**config.mk**
```make
export PLATFORM = sky130hd
export DESIGN_NAME = mem_port_arbiter
export DESIGN_NICKNAME = d
export VERILOG_FILES = /design/src/rtl/mem_port_arbiter.sv
export SDC_FILE = /design/constraint.sdc
export NUM_CORES = 1
export LEC_CHECK = 0
export CAP_MARGIN = 15
export CORE_AREA = 2 2 234 236
export DETAILED_ROUTE_END_ITERATION = 10
export DIE_AREA = 0 0 236 238
export SYNTH_ARGS = -nofsm -noshare
export SYNTH_HDL_FRONTEND = slang
export SYNTH_SLANG_ARGS = --single-unit
```
**constraint.sdc**
```tcl
create_clock -name clk -period 3.83 [get_ports clk]
set_clock_uncertainty 0.2 [all_clocks]
set_input_delay 0.766 -clock clk [delete_from_list [all_inputs] [get_ports clk]]
set_output_delay 0.766 -clock clk [all_outputs]
set_load 0.005 [all_outputs]
```
**src/rtl/mem_port_arbiter.sv**
```systemverilog
// Two-requester round-robin arbiter in front of a single-port data memory.
// Stores complete in the accept cycle; loads hold the port for one response cycle.
module mem_port_arbiter #(
  parameter int ADDR_W = 64,
  parameter int DATA_W = 64,
  parameter int CNT_W  = 16
) (
  input  logic              clk,
  input  logic              rst,
  input  logic              req_valid_0,
  input  logic              req_valid_1,
  input  logic              req_write_0,
  input  logic              req_write_1,
  input  logic [ADDR_W-1:0] req_addr_0,
  input  logic [ADDR_W-1:0] req_addr_1,
  input  logic [DATA_W-1:0] req_wdata_0,
  input  logic [DATA_W-1:0] req_wdata_1,
  output logic              req_ready_0,
  output logic              req_ready_1,
  output logic              rsp_valid_0,
  output logic              rsp_valid_1,
  output logic [DATA_W-1:0] rsp_rdata_0,
  output logic [DATA_W-1:0] rsp_rdata_1,
  output logic              mem_read,
  output logic              mem_write,
  output logic [ADDR_W-1:0] mem_addr,
  output logic [DATA_W-1:0] mem_wdata,
  input  logic [DATA_W-1:0] mem_rdata,
  output logic [CNT_W-1:0]  conflict_cnt
);

  typedef enum logic {S_IDLE, S_RD_WAIT} state_t;

  state_t            r_state;
  state_t            w_next_state;
  logic              r_last_grant;
  logic              r_rsp_id;
  logic [ADDR_W-1:0] r_mem_addr;
  logic [DATA_W-1:0] r_mem_wdata;
  logic [DATA_W-1:0] r_rdata_0;
  logic [DATA_W-1:0] r_rdata_1;
  logic [CNT_W-1:0]  r_cnt;

  logic              w_idle;
  logic              w_conflict;
  logic              w_accept;
  logic              w_winner;
  logic              w_win_write;
  logic [ADDR_W-1:0] w_win_addr;
  logic [DATA_W-1:0] w_win_wdata;

  // Gating with rst keeps every ready/strobe low while reset is held.
  assign w_idle      = (r_state == S_IDLE) && rst;
  assign w_conflict  = w_idle && req_valid_0 && req_valid_1;
  assign w_accept    = w_idle && (req_valid_0 || req_valid_1);
  assign w_winner    = w_conflict ? ~r_last_grant : req_valid_1;
  assign w_win_write = w_winner ? req_write_1 : req_write_0;
  assign w_win_addr  = w_winner ? req_addr_1  : req_addr_0;
  assign w_win_wdata = w_winner ? req_wdata_1 : req_wdata_0;

  assign conflict_cnt = r_cnt;

  always_comb begin
    // NOTE: every output gets a default first so no path through the case infers a latch.
    w_next_state = r_state;
    req_ready_0  = 1'b0;
    req_ready_1  = 1'b0;
    mem_read     = 1'b0;
    mem_write    = 1'b0;
    mem_addr     = r_mem_addr;
    mem_wdata    = r_mem_wdata;
    rsp_valid_0  = 1'b0;
    rsp_valid_1  = 1'b0;
    rsp_rdata_0  = r_rdata_0;
    rsp_rdata_1  = r_rdata_1;
    case (r_state)
      S_IDLE: begin
        if (w_accept) begin
          req_ready_0 = ~w_winner;
          req_ready_1 = w_winner;
          mem_write   = w_win_write;
          mem_read    = ~w_win_write;
          mem_addr    = w_win_addr;
          mem_wdata   = w_win_wdata;
          if (!w_win_write) w_next_state = S_RD_WAIT;
        end
      end
      S_RD_WAIT: begin
        w_next_state = S_IDLE;
        if (r_rsp_id) begin
          rsp_valid_1 = 1'b1;
          rsp_rdata_1 = mem_rdata;
        end else begin
          rsp_valid_0 = 1'b1;
          rsp_rdata_0 = mem_rdata;
        end
      end
      default: w_next_state = S_IDLE;
    endcase
  end

  always_ff @(posedge clk or negedge rst) begin
    if (!rst) begin
      r_state      <= S_IDLE;
      r_last_grant <= 1'b1;
      r_rsp_id     <= 1'b0;
      r_mem_addr   <= '0;
      r_mem_wdata  <= '0;
      r_rdata_0    <= '0;
      r_rdata_1    <= '0;
      r_cnt        <= '0;
    end else begin
      // NOTE: sequential state uses non-blocking assignments so every register samples pre-edge values.
      r_state <= w_next_state;
      if (w_accept) begin
        r_last_grant <= w_winner;
        r_rsp_id     <= w_winner;
        r_mem_addr   <= w_win_addr;
        r_mem_wdata  <= w_win_wdata;
      end
      if (r_state == S_RD_WAIT) begin
        if (r_rsp_id) r_rdata_1 <= mem_rdata;
        else          r_rdata_0 <= mem_rdata;
      end
      if (w_conflict && (r_cnt != {CNT_W{1'b1}})) r_cnt <= r_cnt + CNT_W'(1);
    end
  end

endmodule

```
# Word level (Yosys, flattened, before mapping)
# Index checks and enable logic that the tools add are counted.
totals:
  output_inout_bits: 278
  rom_bits: 0
  latchBits: 0
  elab_cells: 47
  memories: 0
  ram_bits: 0
  regBits: 275
  in_bits: 326
classes:
  div: 0
  n_eq_ne: 1
  n_bitwise: 4
  magnitude_cmp: 0
  mul: 0
  n_mux: 27
  add_sub_neg: 1
  n_reduce_logical: 6
  n_shift: 0
ops:
  columns: ["operator", "count"]
  rows:
  - ["$mux W64", 10]
  - ["$add A16 B1 Y16 const B", 1]
  - ["$mux W1", 16]
  - ["$ne A16 B16 Y1 const B", 1]
  - ["$logic_and A1 B1 Y1", 5]
  - ["$not A1 Y1", 4]
  - ["$pmux W1 S2", 1]
  - ["$logic_or A1 B1 Y1", 1]

# Logic depth before layout (Yosys ltp)
logic_depth:
  word_depth: 9
  ltp_mapped: 7
  mapped_depth_nobuf: 5

# Worst setup path after synthesis
# Ideal clock, no wire load.
synth_path:
  path_kind: "input to output"
  startpoint: "input req_valid_1"
  endpoint: "output mem_addr[41]"
  setup_slack_ps: 962
  required_ps: 2864
  n_path_buf: 4
  arrival_ps: 1902
  stages: 7
  cell_sequence: "buf_2 > o21ai_2 > buf_2 > buf_4 > buf_2 > nand2_1 > o21ai_0"
synth_between:
  elab_chain_cells: 5
  elab_cells_between_ends: 7
  classes_between: "mux (4); reduce/logical (3)"
synth_lines:
  columns: ["item", "line_no", "text"]
  rows:
  - ["start: declaration", "11", "input logic req_valid_1,"]
  - ["$logic_and A1 B1 Y1", "54", "assign w_conflict = w_idle && req_valid_0 && req_valid_1;"]
  - ["$mux W1", "56", "assign w_winner = w_conflict ? ~r_last_grant : req_valid_1;"]
  - ["$mux W64", "58", "assign w_win_addr = w_winner ? req_addr_1 : req_addr_0;"]
  - ["$mux W64 (*)", null, null]
  - ["$mux W64 (*)", "76", "case (r_state)"]
  - ["end: declaration", "26", "output logic [ADDR_W-1:0] mem_addr,"]
# Mark *: on every way between the ends. The rest lies on a longest branch, timed or not.

# Worst setup path after layout
layout_path:
  startpoint: "register r_last_grant"
  endpoint: "output mem_wdata[60]"
layout_between:
  elab_chain_cells: 5
layout_lines:
  columns: ["item", "line_no", "text"]
  rows:
  - ["start: declaration", "36", "logic r_last_grant;"]
  - ["start signal: assignment", "116", "r_last_grant <= w_winner;"]
  - ["$not A1 Y1", "56", null]
  - ["$mux W1", "56", null]
  - ["$mux W64", "59", "assign w_win_wdata = w_winner ? req_wdata_1 : req_wdata_0;"]
  - ["$mux W64", "78", "if (w_accept) begin"]
  - ["$mux W64", "76", null]
  - ["end: declaration", "27", "output logic [DATA_W-1:0] mem_wdata,"]
# Every way passes these cells.

==> run metrics <==
Worst setup SP type=register; total of max-cap violations=0; Die Area=56,200 um2; setup tns final=0 ns; total track usage=0.155; WHS=0.161 ns; initial antenna violation count=3; Final Slew Violations=0; Skew-Pair Late Insertion Delay=0.53 ns; DRC errors left=0; maximum clock frequency=268 MHz; Relative slew margins=0.233; Distinct cells, synth=35; CP max stage cell=dfstp_2; pin count of the biggest net entering global routing=177; cells along the critical path=nand4b_1 -> nand2_4 -> buf_12 -> buf_12 -> buf_16 -> mux2i_2 -> o21ai_0 -> clkdlybuf4s50_1; vias in the first global route=11,000; worst path bufs/invs=4; Core ar.=53,500 um2; routability cong.=0.949; Crit path required time=2.86 ns; Adder-Cell Fraction of Synth Area=0.00102; DR vias=10,800; status=finished, final reports clean; Tcrit/Tclk final=0.975; crit path kind=register to output pin; CP dominant cell by count=buf_12; IO Count=604; Longest Clk Path Bufs=3; clk root buf=clkbuf_16; pre-CTS setup slack=-0.408 ns; Post-Synth XOR/XNOR Area=0.00929; post-DP HPWL=33,600 um; Max rail drop VDD=0.248 mV; DIE HEIGHT=238 um; CTS sink cnt=275; layout cells sized above 1=0.186; Post-Synthesis Cell Area=12,300 um2; pwr dens=516 nW/um2; first-pass GRT wire length=66,600 um; Area Growth Syn to Fin=76.7%; compound-gate portion of the synthesized area=0.108; Gate Count Post-Synth=1,062; Die Wd=236 um; Critical Path Fanout Max=10; CTS tree=built; port bufs=603; H-tree depth=2; number of fill cells=5,157; Critical Path Sink Type=output pin; RSZ-0062 raised after global routing=yes; Post-Syn Area per Cell=11.5 um2; drt first pass iters=5; Vias/cell=4.41; total gr overflow=0; TritonCTS Buffers=35; Starting Density=0.229; num rows=85; Yosys reg bits=275; simple-gate portion of the synthesized area=0.0642; Iter 0 DRT Violations=394; final WL=46,900 um; Clk pin slew, worst setup/hold paths=0.06 ns; leakage power=0.00983 uW; synth warn=0; Post-layout nets=2,042; Setup Viol. Count Final=0; DR WL/cell=19.2 um; Hold Vio Cnt, Final=0; DRT antenna net count=0; min-delay worst type=input port to async pin; crit path DAT=2.77 ns; Worst-Margin Slew=1.15 ns; Crit path max-delay family=buffers and inverters; post-layout minimum cycle time=3.73 ns; fin worst setup slack=0.0971 ns; multiplexer share of the synthesized area=0.225; sequential area share after synthesis=0.562; largest family of logic cells by synthesized area=multiplexers; Synthesized Nets=1,389; CP peak stage delay=0.54 ns
==> sequential cells by signal, indices dropped and copies added (netlist names) <==
register and count:
r_state 1, r_mem_wdata 64, r_rdata_1 64, conflict_cnt 16
r_rsp_id 1, r_last_grant 1, r_mem_addr 64, r_rdata_0 64
==> cells in the mapped netlist <==
cell / instances / area [um2]
mux2_2: 130 / 1460
dfstp_2: 1 / 26.3
nor4_1: 2 / 12.5
nor3_1: 4 / 20.0
and3_1: 3 / 18.8
and2_1: 1 / 6.26
xnor2_1: 5 / 43.8
mux2i_1: 129 / 1290
o21ai_0: 256 / 1280
o21a_1: 2 / 15.0
nor3b_1: 1 / 7.51
clkbuf_1: 32 / 120
buf_2: 29 / 145
nand3b_1: 1 / 7.51
xor2_1: 8 / 70.1
nand2b_1: 1 / 6.26
nand4b_1: 1 / 8.76
and2b_1: 1 / 7.51
nand2_1: 134 / 503
or2_1: 1 / 6.26
dfrtp_1: 274 / 6860
inv_1: 2 / 7.51
nand4b_4: 1 / 23.8
nand3_1: 7 / 35.0
buf_4: 13 / 97.6
nand4_1: 7 / 43.8
nor2_1: 4 / 15.0
a21o_1: 1 / 7.51
and4_1: 4 / 35.0
a21oi_1: 2 / 10.0
nor4b_1: 1 / 8.76
ha_1: 1 / 12.5
nor4_4: 1 / 21.3
o21ai_2: 1 / 8.76
a31oi_1: 1 / 6.26
==> placed cells by master (no fill, tap or decap), types with 3 or more instances in the layout <==
| cell | netlist | routed |
|---|---|---|
| clkbuf_1 | 32 | 7 |
| o21ai_0 | 256 | 238 |
| nor2_1 | 4 | 4 |
| nand3_1 | 7 | 7 |
| and4_1 | 4 | 4 |
| buf_6 | 0 | 8 |
| clkbuf_16 | 0 | 42 |
| dlymetal6s2s_1 | 0 | 58 |
| buf_12 | 0 | 10 |
| xor2_1 | 8 | 8 |
| clkinv_2 | 0 | 4 |
| mux2i_4 | 0 | 16 |
| bufbuf_16 | 0 | 5 |
| and3_1 | 3 | 3 |
| o21ai_2 | 1 | 3 |
| xnor2_1 | 5 | 5 |
| clkdlybuf4s50_1 | 0 | 520 |
| dfrtp_1 | 274 | 273 |
| buf_8 | 0 | 3 |
| o21ai_1 | 0 | 14 |
| buf_16 | 0 | 8 |
| nand4_1 | 7 | 7 |
| mux2i_1 | 129 | 91 |
| mux2_2 | 130 | 130 |
| buf_4 | 13 | 46 |
| nor3_1 | 4 | 4 |
| clkbuf_8 | 0 | 10 |
| mux2i_2 | 0 | 22 |
| dlygate4sd2_1 | 0 | 24 |
| nand2_1 | 134 | 132 |
==> area by class of cell <==
cell class | instances | area, um2 | area share
inverters | 2 | 7.51 | 0.000347
flip-flops and latches | 275 | 6880 | 0.318
multi-input cells | 711 | 5320 | 0.246
well taps | 696 | 871 | 0.0402
clock buffers | 52 | 1040 | 0.0480
clock inverters | 10 | 121 | 0.00561
repair buffers | 690 | 7390 | 0.341
diodes | 2 | 5.00 | 0.000231
==> layer usage <==
metal  global-route usage  share of wire
met4               0.0552          0.030
met2                0.273           0.51
met3               0.0377          0.054
met5                    0        0.00028
met1                0.184           0.41
==> what timing repair did <==
action	4_1_cts	5_1_grt
resized for setup	69	113
cloned	5	7
pin swaps	3	1
hold buffers	1	0
setup endpoints to repair	70	102
hold endpoints to repair	1	0
buffers inserted	16	10
==> metrics by stage <==
stage / power [uW] / instance area, um2 / instances / util
floorplan: 5240 / 12300 / 1062 / -
global placement: 7730 / 19400 / 2337 / 0.362
detailed placement: 7810 / 19400 / 2337 / 0.362
CTS: 11300 / 21000 / 2421 / 0.393
global route: 11800 / 21600 / 2438 / 0.405
finish: 11200 / 21600 / 2438 / 0.405
==> path summary, 6_finish.rpt <==
check                      slack, ns          start         endpoint  depth (start not counted)
hold reg to reg                 0.27  r_mem_addr[1]    r_mem_addr[1]                          2
max in group asynchronous       1.74            rst   r_mem_addr[48]                          3
min in group clk                0.27  r_mem_addr[1]    r_mem_addr[1]                          2
setup reg to reg                1.32   r_last_grant  r_mem_wdata[57]                         11
hold / removal                  0.16            rst          r_state                          2
setup / recovery                 0.1   r_last_grant    mem_wdata[60]                          8
==> logic make-up (layout without fill, tap and decap cells) <==
group	count (synthesis)	count (layout)
flip-flops	275	275
AND/OR/NAND/NOR	175	175
buffers and inverters	76	754
multiplexers	259	259
XOR/XNOR	13	13
AO/OA/AOI/OAI	263	263
other	0	2
adder cells (fa/ha/maj)	1	1
==> worst register-to-register path, delay by kind of cell, from the launching register on <==
kind / cells / cell delay [ns]
flops: 1 / 0.54
mux: 1 / 0.23
buf+inv: 7 / 0.95
simple gates: 2 / 0.39
compound gates: 1 / 0.06
==> report_power, final <==
group	leakage [uW]	internal, uW	switching (uW)
clock	0.000569	1960	1330
combinational	0.00594	2410	1550
sequential	0.00332	3690	232
total	0.00983	8060	3110
Power figures use the tool's default switching activity.
==> RTL edit, RTL diff (same flow settings) <==
Register the output `conflict_cnt` once more, with the module's reset; this adds one clock of latency there. The other outputs are not delayed to match.
--- a/src/rtl/mem_port_arbiter.sv
+++ b/src/rtl/mem_port_arbiter.sv
@@ -58,7 +58,13 @@
   assign w_win_addr  = w_winner ? req_addr_1  : req_addr_0;
   assign w_win_wdata = w_winner ? req_wdata_1 : req_wdata_0;
 
-  assign conflict_cnt = r_cnt;
+  always_ff @(posedge clk or negedge rst) begin
+    if (!rst) begin
+      conflict_cnt <= '0;
+    end else begin
+      conflict_cnt <= r_cnt;
+    end
+  end
 
   always_comb begin
     // NOTE: every output gets a default first so no path through the case infers a latch.
Function: changed (Yosys sat finds a counterexample within 4 cycles, from zero or initial values and one cycle with rst low).
==> RTL edit against the unedited design <==
  * The run now ends with setup timing left
  * Design area up 2.2%
  * Worst hold slack worse by 0.061 ns
  * Sequential cell count rose by 16
  * Routed wire length is 1.5% lower
  * Area after synthesis grew 3.5%
  * Power grew 4.2%
  * Setup slack got worse by 0.13 ns
  * Clock power up 7.6%
  * Largest power group is now registers
==> RTL edit: results (changes against the unedited design) <==
Gate Count Post-Synth: 1,078 (+1.5%)
Syn Nets: 1,405 (+1.2%)
gr usage total: 0.152 (-0.00359)
max_slew headroom: 0.221 (-0.0122)
Num CTS Buffers: 38 (+8.6%)
Arr. time, crit path: 2.90 ns (+0.13 ns)
global-route met1 utilization: 0.173 (-0.0108)
Final WS setup: -0.0322 ns (-0.129 ns)
initial antenna violation count: 2 (-1)
met3 Track Usage GR: 0.0348 (-0.00289)
Setup violations, final: 3 (+3)
outcome: complete, but fails checks
Pre-antenna DRT Iters: 6 (+1)
R2R Path End: r_mem_addr[9]$_DFF_PN0_
share of cells above drive strength 1: 0.197 (+0.0112)
Place WS: -0.0796 ns (+0.328 ns)
Post-DP Area: 0.0197 sq mm (+1.7%)
worst r2r src: r_state$_DFF_PN0_
failing checks: setup timing
Ant. Diodes: 0 (-2)
Synth top cells by count: dfrtp_1, o21ai_0, nand2_1
vias in the first global route: 11,100 (+1.4%)
first-pass GRT wire length: 65,800 um (-1.3%)
placed insts: 2,346 (+0.39%)
reg2reg setup slack: 1.62 ns (+0.30 ns)
gpl congestion: 0.883 (-7.0%)
dpl hpwl: 33,100 um (-1.7%)
pin count of the biggest net entering global routing: 187 (+5.6%)
slowest stage delay, CP: 0.51 ns (-0.03 ns)
DRT iter0 DRCs: 425 (+7.9%)
met2 global-route usage: 0.277 (+0.00411)
hold_ws: 0.100 ns (-0.0609 ns)
peak supply drop: 262 uV (+5.9%)
CP max-delay cell: clkdlybuf4s50_1
[RTL edit: cell count changes in the layout (fill, tap and decap cells not counted), sizes merged, moves of 2 or more]
| cell | change |
|---|---|
| buf | -4 |
| bufbuf | -5 |
| clkbuf | +3 |
| clkdlybuf4s50 | +33 |
| clkinv | +5 |
| dfrtp | +16 |
| diode | -2 |
| dlygate4sd2 | -22 |
| dlymetal6s2s | -11 |
| inv | -2 |
[RTL edit: worst max path at each step]
stage | slack, ns | from | to | cells past startpoint
final | -0.03 | req_valid_0 | mem_read | 8
after global placement | -0.05 | req_valid_0 | mem_addr[45] | 7
after global routing | -0.15 | req_valid_0 | mem_addr[26] | 9
after detailed placement | -0.08 | req_valid_0 | mem_wdata[60] | 8
after floorplan | 0.95 | req_valid_1 | mem_addr[0] | 7
after CTS | 0.002 | req_valid_0 | mem_wdata[54] | 9
[RTL edit: logic make-up after synthesis]
logic type               after synthesis  share of synthesized area
flip-flops                           291                      0.575
AO/OA/AOI/OAI                        263                      0.105
multiplexers                         259                      0.217
AND/OR/NAND/NOR                      175                     0.0621
buffers and inverters                 76                     0.0310
XOR/XNOR                              13                    0.00898
adder cells (fa/ha/maj)                1                   0.000987
[RTL edit: final cells by class]
cell class              instances  area [sq um]
clock buffers                  55          1120
clock inverters                13           145
fillers                      5031         31400
inverters                       2          7.51
multi-input cells             712          5540
flip-flops and latches        291          7280
well taps                     696           871
repair buffers                680          7160
[RTL edit: where the power goes]
| group | internal (mW) | leakage (nW) | switching, mW | total [mW] |
|---|---|---|---|---|
| Combinational | 2.43 | 5.58 | 1.55 | 3.98 |
| Clock | 2.16 | 0.625 | 1.37 | 3.54 |
| Sequential | 3.88 | 3.53 | 0.239 | 4.12 |
| Total | 8.48 | 9.74 | 3.16 | 11.6 |
[RTL edit: per-stage QoR]
step,TNS [ns],util
6_report,-0.0645,0.414
5_1_grt,-5.29,0.414
4_1_cts,0,0.395
3_5_place_dp,-0.815,0.368
3_3_place_gp,-0.0637,0.368
2_1_floorplan,0,-
[RTL edit: layer usage]
layer	vias up	wire length, um
met5	-	13
met4	2	1250
met3	73	2450
met2	332	24500
met1	5237	18000
li1	5116	-
[RTL edit: repair_timing]
| item | CTS | global route |
|---|---|---|
| pin swaps | 2 | 5 |
| setup buffers | 4 | 21 |
| gates resized for setup | 19 | 176 |
| gates cloned | 3 | 7 |
| endpoints found under the setup margin | 40 | 121 |
[RTL edit: worst register-to-register path: stages, from the launching register on]
cell,delay [ns]
dfrtp_2,0.48
nand4b_1,0.30
nand2_4,0.16
buf_12,0.15
buf_12,0.13
clkbuf_16,0.13
buf_4,0.16
mux2i_2,0.24
o21ai_0,0.11
